--- src/rtl/ifetch_unit_if.sv ---
// Fetch-unit bundle: the instruction-cache request channel, the decode queue-head
// channel and the fetch control/redirect inputs. "master" is the fetch unit side.
interface ifetch_unit_if #(
    parameter int QDEPTH = 4
);
    localparam int CW = $clog2(QDEPTH) + 1;

    logic        fetch_enable;
    logic        redirect_valid;
    logic [31:0] redirect_pc;
    logic [31:0] ic_addr;
    logic        ic_req;
    logic [31:0] ic_data;
    logic        ic_ready;
    logic        instr_valid;
    logic [31:0] instr_data;
    logic [31:0] instr_pc;
    logic        instr_ready;
    logic [CW-1:0] q_count;

    modport master (
        input  fetch_enable, redirect_valid, redirect_pc, ic_data, ic_ready, instr_ready,
        output ic_addr, ic_req, instr_valid, instr_data, instr_pc, q_count
    );

    modport slave (
        output fetch_enable, redirect_valid, redirect_pc, ic_data, ic_ready, instr_ready,
        input  ic_addr, ic_req, instr_valid, instr_data, instr_pc, q_count
    );
endinterface

--- src/rtl/ifetch_unit.sv ---
// Instruction fetch unit: issues word fetches to the I-cache, one outstanding at a time,
// and buffers responses in a small circular queue feeding decode. Redirects flush the queue.
module ifetch_unit #(
    parameter logic [31:0] RESET_PC = 32'h0000_0000,
    parameter int          QDEPTH   = 4
) (
    input  logic          HCLK,
    input  logic          HRESETn,
    ifetch_unit_if.master bus
);
    localparam int PW = $clog2(QDEPTH);
    localparam int CW = PW + 1;

    typedef enum logic [1:0] {
        ST_IDLE    = 2'd0,
        ST_REQ     = 2'd1,
        ST_DISCARD = 2'd2
    } state_e;

    state_e        state_q, state_d;
    logic          ic_req_q, ic_req_d;
    logic [31:0]   ic_addr_q, ic_addr_d;
    logic [31:0]   fetch_pc_q, fetch_pc_d;
    logic [31:0]   q_data_q [QDEPTH];
    logic [31:0]   q_pc_q   [QDEPTH];
    logic [PW-1:0] head_q, head_d;
    logic [PW-1:0] tail_q, tail_d;
    logic [CW-1:0] count_q, count_d;

    logic          done_s;
    logic          pop_s;
    logic          push_s;
    logic          room_s;
    logic          room_after_s;
    logic [31:0]   redir_tgt_s;
    logic [31:0]   seq_pc_s;
    logic [CW:0]   occ_after_s;

    assign done_s      = ic_req_q & bus.ic_ready;
    assign pop_s       = (count_q != {CW{1'b0}}) & bus.instr_ready;
    assign redir_tgt_s = {bus.redirect_pc[31:2], 2'b00};
    assign seq_pc_s    = ic_addr_q + 32'd4;
    // Occupancy once the completing response is pushed; the next request must still fit.
    assign occ_after_s  = {1'b0, count_q} + {{CW{1'b0}}, 1'b1} - {{CW{1'b0}}, pop_s};
    assign room_s       = (count_q < CW'(QDEPTH));
    assign room_after_s = (occ_after_s < (CW+1)'(QDEPTH));

    // Fetch FSM next-state, request address and fetch PC update.
    always_comb begin
        state_d    = state_q;
        ic_req_d   = ic_req_q;
        ic_addr_d  = ic_addr_q;
        fetch_pc_d = fetch_pc_q;
        push_s     = 1'b0;
        case (state_q)
            ST_IDLE: begin
                if (bus.redirect_valid) begin
                    fetch_pc_d = redir_tgt_s;
                end else if (bus.fetch_enable && room_s) begin
                    state_d   = ST_REQ;
                    ic_req_d  = 1'b1;
                    ic_addr_d = fetch_pc_q;
                end else begin
                    state_d = ST_IDLE;
                end
            end
            ST_REQ, ST_DISCARD: begin
                if (done_s) begin
                    if (bus.redirect_valid) begin
                        fetch_pc_d = redir_tgt_s;
                        if (bus.fetch_enable) begin
                            state_d   = ST_REQ;
                            ic_req_d  = 1'b1;
                            ic_addr_d = redir_tgt_s;
                        end else begin
                            state_d  = ST_IDLE;
                            ic_req_d = 1'b0;
                        end
                    end else if (state_q == ST_REQ) begin
                        push_s     = 1'b1;
                        fetch_pc_d = seq_pc_s;
                        if (bus.fetch_enable && room_after_s) begin
                            ic_addr_d = seq_pc_s;
                        end else begin
                            state_d  = ST_IDLE;
                            ic_req_d = 1'b0;
                        end
                    end else begin
                        // Stale response dropped; restart at the redirect target.
                        if (bus.fetch_enable && room_s) begin
                            state_d   = ST_REQ;
                            ic_addr_d = fetch_pc_q;
                        end else begin
                            state_d  = ST_IDLE;
                            ic_req_d = 1'b0;
                        end
                    end
                end else if (bus.redirect_valid) begin
                    fetch_pc_d = redir_tgt_s;
                    state_d    = ST_DISCARD;
                end else begin
                    state_d = state_q;
                end
            end
            default: begin
                state_d  = ST_IDLE;
                ic_req_d = 1'b0;
            end
        endcase
    end

    // Queue pointer and occupancy update; a redirect flushes and overrides any pop.
    always_comb begin
        head_d  = head_q;
        tail_d  = tail_q;
        count_d = count_q;
        if (bus.redirect_valid) begin
            head_d  = {PW{1'b0}};
            tail_d  = {PW{1'b0}};
            count_d = {CW{1'b0}};
        end else begin
            if (push_s) begin
                tail_d = tail_q + {{(PW-1){1'b0}}, 1'b1};
            end else begin
                tail_d = tail_q;
            end
            if (pop_s) begin
                head_d = head_q + {{(PW-1){1'b0}}, 1'b1};
            end else begin
                head_d = head_q;
            end
            count_d = count_q + {{(CW-1){1'b0}}, push_s} - {{(CW-1){1'b0}}, pop_s};
        end
    end

    // Control state registers.
    always_ff @(posedge HCLK or negedge HRESETn) begin
        if (!HRESETn) begin
            state_q    <= ST_IDLE;
            ic_req_q   <= 1'b0;
            ic_addr_q  <= RESET_PC;
            fetch_pc_q <= RESET_PC;
            head_q     <= {PW{1'b0}};
            tail_q     <= {PW{1'b0}};
            count_q    <= {CW{1'b0}};
        end else begin
            state_q    <= state_d;
            ic_req_q   <= ic_req_d;
            ic_addr_q  <= ic_addr_d;
            fetch_pc_q <= fetch_pc_d;
            head_q     <= head_d;
            tail_q     <= tail_d;
            count_q    <= count_d;
        end
    end

    // Queue storage; entries are only observed while counted as occupied.
    always_ff @(posedge HCLK) begin
        if (push_s && !bus.redirect_valid) begin
            q_data_q[tail_q] <= bus.ic_data;
            q_pc_q[tail_q]   <= ic_addr_q;
        end
    end

    assign bus.ic_req      = ic_req_q;
    assign bus.ic_addr     = ic_addr_q;
    assign bus.q_count     = count_q;
    assign bus.instr_valid = (count_q != {CW{1'b0}});
    assign bus.instr_data  = bus.instr_valid ? q_data_q[head_q] : 32'h0000_0000;
    assign bus.instr_pc    = bus.instr_valid ? q_pc_q[head_q]   : 32'h0000_0000;
endmodule
--- src/flat_wrapper.sv ---
// flat-port wrapper written by rule: the top's interface ports become plain ports
module ifetch_unit_flat 
#(
    parameter logic [31:0] RESET_PC = 32'h0000_0000,
    parameter int          QDEPTH   = 4
)
  (HCLK, HRESETn, bus_fetch_enable, bus_redirect_valid, bus_redirect_pc, bus_ic_data, bus_ic_ready, bus_instr_ready, bus_ic_addr, bus_ic_req, bus_instr_valid, bus_instr_data, bus_instr_pc, bus_q_count);
  ifetch_unit_if #(.QDEPTH(QDEPTH)) bus_i ();
  input  logic HCLK;
  input  logic HRESETn;
  input wire logic [$bits(bus_i.fetch_enable)-1:0] bus_fetch_enable;
  input wire logic [$bits(bus_i.redirect_valid)-1:0] bus_redirect_valid;
  input wire logic [$bits(bus_i.redirect_pc)-1:0] bus_redirect_pc;
  input wire logic [$bits(bus_i.ic_data)-1:0] bus_ic_data;
  input wire logic [$bits(bus_i.ic_ready)-1:0] bus_ic_ready;
  input wire logic [$bits(bus_i.instr_ready)-1:0] bus_instr_ready;
  output wire logic [$bits(bus_i.ic_addr)-1:0] bus_ic_addr;
  output wire logic [$bits(bus_i.ic_req)-1:0] bus_ic_req;
  output wire logic [$bits(bus_i.instr_valid)-1:0] bus_instr_valid;
  output wire logic [$bits(bus_i.instr_data)-1:0] bus_instr_data;
  output wire logic [$bits(bus_i.instr_pc)-1:0] bus_instr_pc;
  output wire logic [$bits(bus_i.q_count)-1:0] bus_q_count;
  assign bus_i.fetch_enable = bus_fetch_enable;
  assign bus_i.redirect_valid = bus_redirect_valid;
  assign bus_i.redirect_pc = bus_redirect_pc;
  assign bus_i.ic_data = bus_ic_data;
  assign bus_i.ic_ready = bus_ic_ready;
  assign bus_i.instr_ready = bus_instr_ready;
  assign bus_ic_addr = bus_i.ic_addr;
  assign bus_ic_req = bus_i.ic_req;
  assign bus_instr_valid = bus_i.instr_valid;
  assign bus_instr_data = bus_i.instr_data;
  assign bus_instr_pc = bus_i.instr_pc;
  assign bus_q_count = bus_i.q_count;
  ifetch_unit #(.RESET_PC(RESET_PC), .QDEPTH(QDEPTH)) u_core (.HCLK(HCLK), .HRESETn(HRESETn), .bus(bus_i));
endmodule
--- config.mk ---
export PLATFORM = sky130hd
export DESIGN_NAME = ifetch_unit_flat
export DESIGN_NICKNAME = d
export VERILOG_FILES = /design/src/rtl/ifetch_unit_if.sv /design/src/rtl/ifetch_unit.sv /design/src/flat_wrapper.sv
export SDC_FILE = /design/constraint.sdc
export NUM_CORES = 1
export LEC_CHECK = 0
export BUFFER_PORTS_ARGS = -buffer_cell sky130_fd_sc_hd__buf_2
export CAP_MARGIN = 20
export CORE_AREA = 3 3 186 188
export DETAILED_ROUTE_END_ITERATION = 8
export DIE_AREA = 0 0 189 191
export GPL_TIMING_DRIVEN = 0
export HOLD_SLACK_MARGIN = 0.08
export SYNTH_ARGS = -nofsm -noshare
export SYNTH_HDL_FRONTEND = slang
export SYNTH_SLANG_ARGS = --single-unit
export TNS_END_PERCENT = 20
--- constraint.sdc ---
create_clock -name HCLK -period 4.74 [get_ports HCLK]
set_input_delay 0.711 -clock HCLK [delete_from_list [all_inputs] [get_ports HCLK]]
set_output_delay 0.711 -clock HCLK [all_outputs]
set_load 0.01 [all_outputs]
# Yosys cells after proc, flatten, opt, wreduce, memory -nomap -nowiden
# Memory sizes are Yosys's and may differ from the RTL's.
# Cells that the tools add are included.
# word_totals
ramBits	256
mem_bits_ro	0
register_bits	74
inputBits	70
out_inout_bits	101
latch_bits	0
memories	2
# memory_table
memory	words	word_bits	read_ports	rd_clocked_by_memory_dff	wr	line	text
u_core.q_data_q	4	32	1	0	1	ifetch_unit.sv:24	logic [31:0] q_data_q [QDEPTH];
u_core.q_pc_q	4	32	1	0	1	ifetch_unit.sv:25	logic [31:0] q_pc_q [QDEPTH];
# op_classes
n_reduce_logical	14
order_cmp	2
n_eq_ne	11
add_sub_neg	7
n_shift	0
muxes	44
mul	0
n_div	0
n_bitwise	2
# op_table
operator	count
$mux 32	13
$pmux 32 s2	2
$add 32x3->32 const B	1
$mux 2	10
$mux 1	16
$ne 4x4->1 const B	3
$reduce_and 5->1	2
$reduce_bool 2->1	3
$add 2x1->2 const B	2
$add 3x1->4 const B	1
$lt 4x3->1 const B	1
$ne 2x1->1 const B	2
$ne 4x3->1 const B	1
$pmux 2 s2	1
$sub 4x1->4	1
$add 3x1->3	1
$logic_and 1x1->1	3
$lt 3x3->1 const B	1
$mux 3	1
$ne 3x2->1 const B	1
$ne 3x3->1 const B	1
$reduce_and 3->1	1
$reduce_bool 3->1	1
$sub 3x1->3	1
9 further kinds	10

# Logic depth before layout (Yosys ltp)
# Gate-level depths: netlist of the first run.
# logic_depth
word_depth	10
ltp_mapped	11
mapped_depth_nobuf	10

# Worst setup path after synthesis of the first run
# Ideal clock, no wire load.
# synth_path
kind	reg2reg
start	register u_core.state_q[0]
end	memory u_core.q_data_q[0][0], enable pin
synth_period_minus_slack_ns	3.464
setup_ns	0.429
stages_incl_launch_ff	8
arrival_time_ns	3.035
slack_ns	1.276
required_ns	4.311
path_cell_list	dfrtp_1 > inv_1 > ha_1 > clkbuf_8 > nand3b_1 > clkbuf_1 > nor2_1 > and2_1
# synth_via
elab_chain_len	8
elab_cells_between_ends	10
# synth_lines
item	line	text
start, declared	ifetch_unit.sv:20	state_e state_q, state_d;
start signal, assigned	ifetch_unit.sv:147	state_q <= state_d;
$eq 2x1->1	ifetch_unit.sv:55, ifetch_unit.sv:79	
$mux 1	ifetch_unit.sv:79	end else if (state_q == ST_REQ) begin
$mux 1	ifetch_unit.sv:69	if (bus.redirect_valid) begin
$mux 1	ifetch_unit.sv:68	if (done_s) begin
$mux 1 (*)	ifetch_unit.sv:55	case (state_q)
$logic_and 1x1->1 (*)	ifetch_unit.sv:159	if (push_s && !bus.redirect_valid) begin
$mux 1 (*)	ifetch_unit.sv:159	
$mux 1 (implied by the code) (*)	ifetch_unit.sv:160	q_data_q[tail_q] <= bus.ic_data;
end, declared	ifetch_unit.sv:24	
# Mark *: on every way between the ends. The rest lies on a longest branch, timed or not.

# Worst setup path in the final report of the first run
# layout_path
start	register u_core.head_q[1]
end	output port bus_instr_pc[23]
# layout_via
elab_chain_len	2
# layout_lines
item	line	text
start, declared	ifetch_unit.sv:26	logic [PW-1:0] head_q, head_d;
start signal, assigned	ifetch_unit.sv:143	head_q <= {PW{1'b0}};
$mem_v2 4x32	n/a	
$mux 32	ifetch_unit.sv:170	assign bus.instr_pc = bus.instr_valid ? q_pc_q[head_q] : 32'h0000_0000;
end, declared	flat_wrapper.sv:21	output wire logic [$bits(bus_i.instr_pc)-1:0] bus_instr_pc;
# Every way passes these cells.

==> results.md, run 1 <==
* Status: complete, no violations
* Critical Path AT at 2.73 ns
* First DRT Iteration DRCs at 844
* GRT Resource Usage Total at 20.0%
* Crit path max-delay family: buffers and inverters
* Startpoint Class: flip-flop
* Remaining antenna violation count after routing at 0
* Grt met1 use at roughly 27%
* Mapped cell area at between 10000 and 15000 sq um
* Clock Pin Slew Worst Setup and Hold Paths at approximately 0.060 ns
* Area Growth Syn to Fin at 19.2%
* MaxCap Viol Count at 0
* GPL Wtd Cong at 0.863
* Fin area at 17300 sq um
* Final wirelength at 35.9 mm
* Post-DP HPWL at roughly 24 mm
* Maximum clock rate at 291 MHz
* Syn Inst Count at 971
* Grt met2 use at between 30% and 40%
* Grt total ovfl at 0
* Leakage Power at 6.22 nW
* Setup Skew at 0.0142 ns
* Max-slew violations at 0
* CORE AREA at 33300 sq um
* Post-DP Area at 16100 sq um
* Antenna violations before repair at 3
* Setup-failing EPs final at 0
* DRC violations left at 0
* Nets at 1267
* Global-route wire length before repair at 55.8 mm
* PD cells at about 600 nW/um^2
* Crit-path cells: clkbuf_1 > buf_1 > mux4_2 > and2_1 > buf_2
* Bufs on Longest Clock Path at 3
* Pre-Repair DR Iteration Count at 5
* Main synth FF type: edfxtp_1
* Clk_lat worst skew at a little over 0.5 ns
* Final period utilization at between 70 and 80%
* Final hold vios at 0
* Crit path largest cell delay at 0.59 ns
* Nature of the critical path endpoint: primary output
* Worst Hold Launch: bus_ic_data[1]
* Clock Tree Root: clkbuf_16
* Routed len/inst at about 22 um
* Global route hottest layer: met2
* Fin util at 52.1%
* Pin count of the biggest net entering global routing at 57
* Net Count, Synth at 1053
* Layout cells sized above 1 at a little over a quarter
* Critical Path Fanout Max at 10
* Die Y at 191 um
* Peak VDD IR at 321 uV
* Vias in the first global route at 9385
* Slowest CP cell: buf_1
* Die area at ~36000 sq um
* Rel. slew slack at between 30% and 40%
* Hold Path Class: in -> reg
* Port-buffer cells at ~170
* CP Class: reg -> out
* Post CTS Setup Buffer Count at 0
* H-tree levels at 2
* Synthesis-stage register bit count at 330
* TritonCTS Buffers at 38
* Synth async-reset ratio at 22.4%
* Via Count at slightly above 9000
* Clock Sinks at 330
* Minimum clock period at 3.44 ns
* Seq/Total Area, Yosys at 65.6%
* Critical Path Start: u_core.head_q[1]
* Die width at 189 um
* Ys Warns at 0
* Met3 Use GR at under 10%
* Drt via density at 5.62
* RSZ-0062 raised after global routing: no
* Worst path bufs/invs at 3
* Slew at the pin closest to its max-slew limit at ~0.9 ns
* TritonCTS clock tree: done
* Commonest non-fill, non-tap cell in the layout: edfxtp_1
* Number of synthesized flops with an enable pin at 256
* Cell variety after synth at 63
* Initial core utilization at 43.7%
* Commonest non-fill, non-tap cells in the layout: edfxtp_1, buf_2, dfrtp_1
* WP data required at 4.03 ns
* FP Rows at 67
* Post-Syn Area per Cell at 15.0 sq um
* IO Pins at 171
* Reg-to-Reg Start: u_core.state_q[0]
* Pwr Total at 10.3 mW
report_power, final:
| part | internal, mW | leakage, nW | switching, mW | total, mW |
|---|---|---|---|---|
| Sequential | 3.53 | 3.23 | 0.465 | 4.00 |
| Clock | 1.76 | 0.612 | 1.11 | 2.87 |
| Combinational | 1.47 | 2.38 | 1.97 | 3.44 |
| Total | 6.76 | 6.22 | 3.54 | 10.3 |
layer usage:
| layer | vias to the layer above | share of wire, % |
|---|---|---|
| met5 | - | 0 |
| met4 | 0 | 1.9 |
| met3 | 59 | 7.4 |
| met2 | 366 | 48 |
| met1 | 4678 | 42 |
| li1 | 4243 | - |
repair_timing:
action	in CTS	in global routing
endpoints found under the hold margin	15	0
gates resized for setup	0	0
hold buffers	1	0
registers in the layout, summed over array words and instances (netlist names):
signal	cells
u_core.q_pc_q	128
u_core.q_data_q	128
u_core.bus.ic_addr	32
u_core.fetch_pc_q	32
u_core.head_q	2
u_core.bus.q_count	3
u_core.tail_q	2
u_core.bus.ic_req	1
u_core.state_q	2
worst reg2reg max path: stages (launching register included):
cell and delay, ns:
dfrtp_1 0.39, inv_1 0.06, ha_1 0.28, clkbuf_8 0.15, nand3b_1 0.11, clkbuf_1 0.32
nor2_1 0.78, and2_4 0.62, buf_12 0.31
synth_stat cells, types with 19 or more instances:
master	instances	share of area (%)
xnor2_1	24	1.4
clkbuf_1	32	0.83
mux4_2	64	9.9
a21oi_1	42	1.4
and2_1	70	3.0
nand2_1	34	0.88
nand3_1	19	0.65
nor2_1	41	1.1
o22ai_1	28	1.2
a22oi_1	23	1.2
edfxtp_1	256	53
o21ai_0	53	1.8
dfrtp_1	74	13
worst paths after layout:
| kind | depth (start not counted) | slack, ns | end |
|---|---|---|---|
| worst max-delay path | 5 | 1.30 | bus_instr_pc[23] |
| worst min-delay path | 1 | 0.42 | u_core.q_data_q[1][1] |
| worst max register to register | 8 | 1.37 | u_core.q_data_q[1][6] |
| worst min register to register | 2 | 0.51 | u_core.fetch_pc_q[0] |
| max in group asynchronous | 3 | 3.52 | u_core.fetch_pc_q[8] |
| min in group asynchronous | 2 | 0.62 | u_core.fetch_pc_q[28] |
kinds of logic (layout without fill, tap and decap cells):
logic type,Yosys count,count (layout),synth area share (%)
other,0,2,0
and+or+nand+nor,225,225,8.60
AOI/OAI and AO/OA,218,218,9.72
adders and majority gates,12,12,1.08
DFF,330,330,65.6
buffers and inverters,80,322,2.46
xor gates and xnor gates,32,32,1.93
muxes,74,74,10.6
layout make-up:
type | count | area [sq um]
repair buffers | 174 | 983
clock inverters | 19 | 201
fillers | 2876 | 15900
multi-input cells | 561 | 4650
well taps | 448 | 561
flip-flops and latches | 330 | 9540
diodes | 2 | 5.00
plain buffers | 61 | 287
clock buffers | 49 | 1030
inverters | 19 | 71.3
metrics by stage:
step	instances	hold WS, ns	TNS, ns	worst slack, ns
5_1_grt	1663	0.401	0	1.14
6_report	1663	0.420	0	1.30
3_3_place_gp	1587	0.493	-154.98	-0.657
4_1_cts	1661	0.394	0	1.23
3_5_place_dp	1592	0.503	0	1.33
2_1_floorplan	971	0.415	0	1.28
No activity file was read; power rests on OpenSTA's default activity.
==> run 2, diff against run 1 <==
--- a/config.mk
+++ b/config.mk
@@ -5,11 +5,12 @@
 export SDC_FILE = /design/constraint.sdc
 export NUM_CORES = 1
 export LEC_CHECK = 0
+export ABC_AREA = 1
 export BUFFER_PORTS_ARGS = -buffer_cell sky130_fd_sc_hd__buf_2
 export CAP_MARGIN = 20
-export CORE_AREA = 3 3 186 188
+export CORE_AREA = 3 3 192 194
 export DETAILED_ROUTE_END_ITERATION = 8
-export DIE_AREA = 0 0 189 191
+export DIE_AREA = 0 0 195 197
 export GPL_TIMING_DRIVEN = 0
 export HOLD_SLACK_MARGIN = 0.08
 export SYNTH_ARGS = -nofsm -noshare
==> constraint.sdc (replaced) <==
create_clock -name HCLK -period 3.4 [get_ports HCLK]
set_input_delay 0.51 -clock HCLK [delete_from_list [all_inputs] [get_ports HCLK]]
set_output_delay 0.51 -clock HCLK [all_outputs]
set_load 0.01 [all_outputs]
==> run 2 against run 1 <==
Non-clock buffer count increased by 24. Critical path depth up 7. Sequential share of layout area down 2.9 points. Hold slack worse by 0.23 ns. Power up 51%. Clock power increased by 45%. Wire length is 22% higher.
==> results.md, run 2 <==
* Critical Path Fanout Max at 27
* Synth area leaders: edfxtp_1, dfrtp_1, nand2_1, nor2_1, o21ai_0
* Top-count cell post-synth: nand2_1
* Seq/Total Area, Yosys at 62.0%
* TritonCTS clock tree: done
* Clock Pin Slew Worst Setup and Hold Paths at 0.06 ns
* Main synth FF type: edfxtp_1
* Fin area at ~18000 sq um
* # diodes at 0
* Post-Syn Area per Cell at 9.31 sq um
* Via Count at 12300
* Synth async-reset ratio at between 20 and 25%
* Initial core utilization at between 40% and 50%
* Clk_lat worst skew at ~0.53 ns
* Number of synthesized flops with an enable pin at 256
* Net Count, Synth at approximately 1700
* Clock Sinks at 330
* Global-route wire length before repair at 67.3 mm
* Mapped cell area at 15400 sq um
* Layout cells sized above 1 at between 10% and 20%
* Die width at 195 um
* Post CTS Setup Buffer Count at 0
* Post-DP HPWL at around 31 mm
* Drt via density at 5.23
* Clock Tree Root: clkbuf_16
* Remaining antenna violation count after routing at 0
* Setup-failing EPs final at 0
* Routed len/inst at 18.6 um
* Status: complete, no violations
* Maximum clock rate at 312 MHz
* Final hold vios at 0
* Critical Path AT at 3.43 ns
* Hold Path Class: in -> reg
* Leakage Power at roughly 7.6 nW
* PD cells at 848 nW/um^2
* Pwr Total at roughly 16 mW
* H-tree levels at 2
* Minimum clock period at ~3.2 ns
* Startpoint Class: flip-flop
* Syn Inst Count at between 1500 and 2000
* First DRT Iteration DRCs at about 1000
* IO Pins at roughly 170
* Area Growth Syn to Fin at 19.0%
* Setup Skew at 0.0187 ns
* GPL Wtd Cong at 0.887
* CORE AREA at 35400 sq um
* Max-slew violations at 0
* Nets at 1953
* Slew at the pin closest to its max-slew limit at ~0.83 ns
* Commonest non-fill, non-tap cell in the layout: nand2_1
* DRC violations left at 0
* Placed Cells at 2292
* Pre-Repair DR Iteration Count at 5
* Nature of the critical path endpoint: flip-flop
* Fill cell count at 3288
* GRT Resource Usage Total at roughly 22%
* TritonCTS Buffers at 37
* Flop-to-flop setup slack at 0.19 ns
* MaxCap Viol Count at 0
* Grt total ovfl at 0
* FP Rows at 69
* Post-synth top area share at 49.9%
* Commonest non-fill, non-tap cells in the layout: nand2_1, nor2_1, edfxtp_1
* CP Class: reg -> reg
* Cell variety after synth at 38
* WP data required at 3.62 ns
* Fin util at approximately half
* Bufs on Longest Clock Path at 3
* Synthesis-stage register bit count at 330
* Pin count of the biggest net entering global routing at 44
* RSZ-0062 raised after global routing: no
* Peak VDD IR at a little over 500 uV
* Final period utilization at 94.4%
* Fin cells at ~2400
* Cell taking the most area after synthesis: edfxtp_1
* Die Y at between 150 and 200 um
* Ys Warns at 0
* Rel. slew slack at 45.0%
* Die area at slightly below 40000 sq um
* Post-DP Area at between 15000 and 20000 sq um
* Vias in the first global route at 12000
* Synth top cells by count: nand2_1, nor2_1, edfxtp_1
* Antenna violations before repair at 0
* Largest registers: u_core.q_data_q x128, u_core.q_pc_q x128
* Final wirelength at 43.9 mm
* Hold Slack at 0.191 ns
* Port-buffer cells at between 150 and 200
[run 2: changes by cell type after synthesis, sizes merged, moves of 11 or more]
cell,before,now
a21oi,42,84
nand4,11,0
xnor2,24,3
inv,18,98
nand2,34,400
mux4,64,0
nor2,42,345
and2,70,1
buf,24,48
o22ai,28,7
nand3,19,67
a22oi,23,1
nor3,17,4
o21ai,58,187
[run 2: kinds of logic (layout without fill, tap and decap cells)]
| kind of cell | after synthesis | count (layout) | synth area share, % |
|---|---|---|---|
| buffers and inverters | 179 | 423 | 4.84 |
| and+or+nand+nor | 819 | 819 | 21.1 |
| xor gates and xnor gates | 14 | 14 | 0.796 |
| adders and majority gates | 12 | 12 | 1.02 |
| AOI/OAI and AO/OA | 300 | 300 | 10.3 |
| DFF | 330 | 330 | 62.0 |
[run 2: critical path, cell delays in order (launching register included)]
cell and delay (ns):
dfrtp_1 0.40, inv_1 0.07, ha_1 0.28, buf_4 0.17, nand2_2 0.12, nor2_4 0.15, inv_2 0.05, buf_4 0.18
nor2_4 0.15, inv_1 0.20, nor2_4 0.62, buf_12 0.27, buf_12 0.22
[run 2: power breakdown]
| group | internal (mW) | total (mW) | switching, mW |
|---|---|---|---|
| Combinational | 1.85 | 5.70 | 3.86 |
| Clock | 2.53 | 4.16 | 1.62 |
| Sequential | 4.96 | 5.67 | 0.708 |
[run 2: timing repair]
item                       CTS  global route
resized for setup            0             2
hold buffers                 1             0
setup endpoints to repair    0            53
hold endpoints to repair    31             0
[run 2: stage by stage]
step / setup TNS (ns) / worst slack (ns)
2_1_floorplan: -37.38 / -0.146
3_3_place_gp: -410.31 / -1.65
3_5_place_dp: 0 / 0.186
4_1_cts: 0 / 0.0173
5_1_grt: 0 / 0.0183
6_report: 0 / 0.191
[run 2: layout make-up]
class | count | area [sq um] | area share (%)
multi-input cells | 1145 | 5140 | 28.1
clock inverters | 23 | 292 | 1.59
repair buffers | 178 | 1040 | 5.68
flip-flops and latches | 330 | 9540 | 52.1
well taps | 461 | 577 | 3.15
inverters | 98 | 368 | 2.01
clock buffers | 43 | 980 | 5.35
plain buffers | 81 | 378 | 2.06
[run 2: metal layers]
layer | global-route usage (%) | up-vias | part of all wire (%)
li1 | - | 5959 | -
met1 | 30.7 | 5811 | 44
met2 | 37.1 | 478 | 47
met3 | 2.75 | 92 | 5.8
met4 | 8.03 | 0 | 3.4
met5 | 0 | - | 0
[run 2: worst paths after layout]
kind | startpoint | endpoint | depth (start not counted)
max | u_core.state_q[0] | u_core.q_pc_q[3][23] | 12
min | bus_ic_data[19] | u_core.q_data_q[1][19] | 1
max reg2reg | u_core.state_q[0] | u_core.q_pc_q[3][23] | 12
min reg2reg | u_core.fetch_pc_q[6] | u_core.fetch_pc_q[6] | 2
max in group asynchronous | HRESETn | u_core.fetch_pc_q[7] | 3
min in group asynchronous | HRESETn | u_core.bus.ic_addr[23] | 2
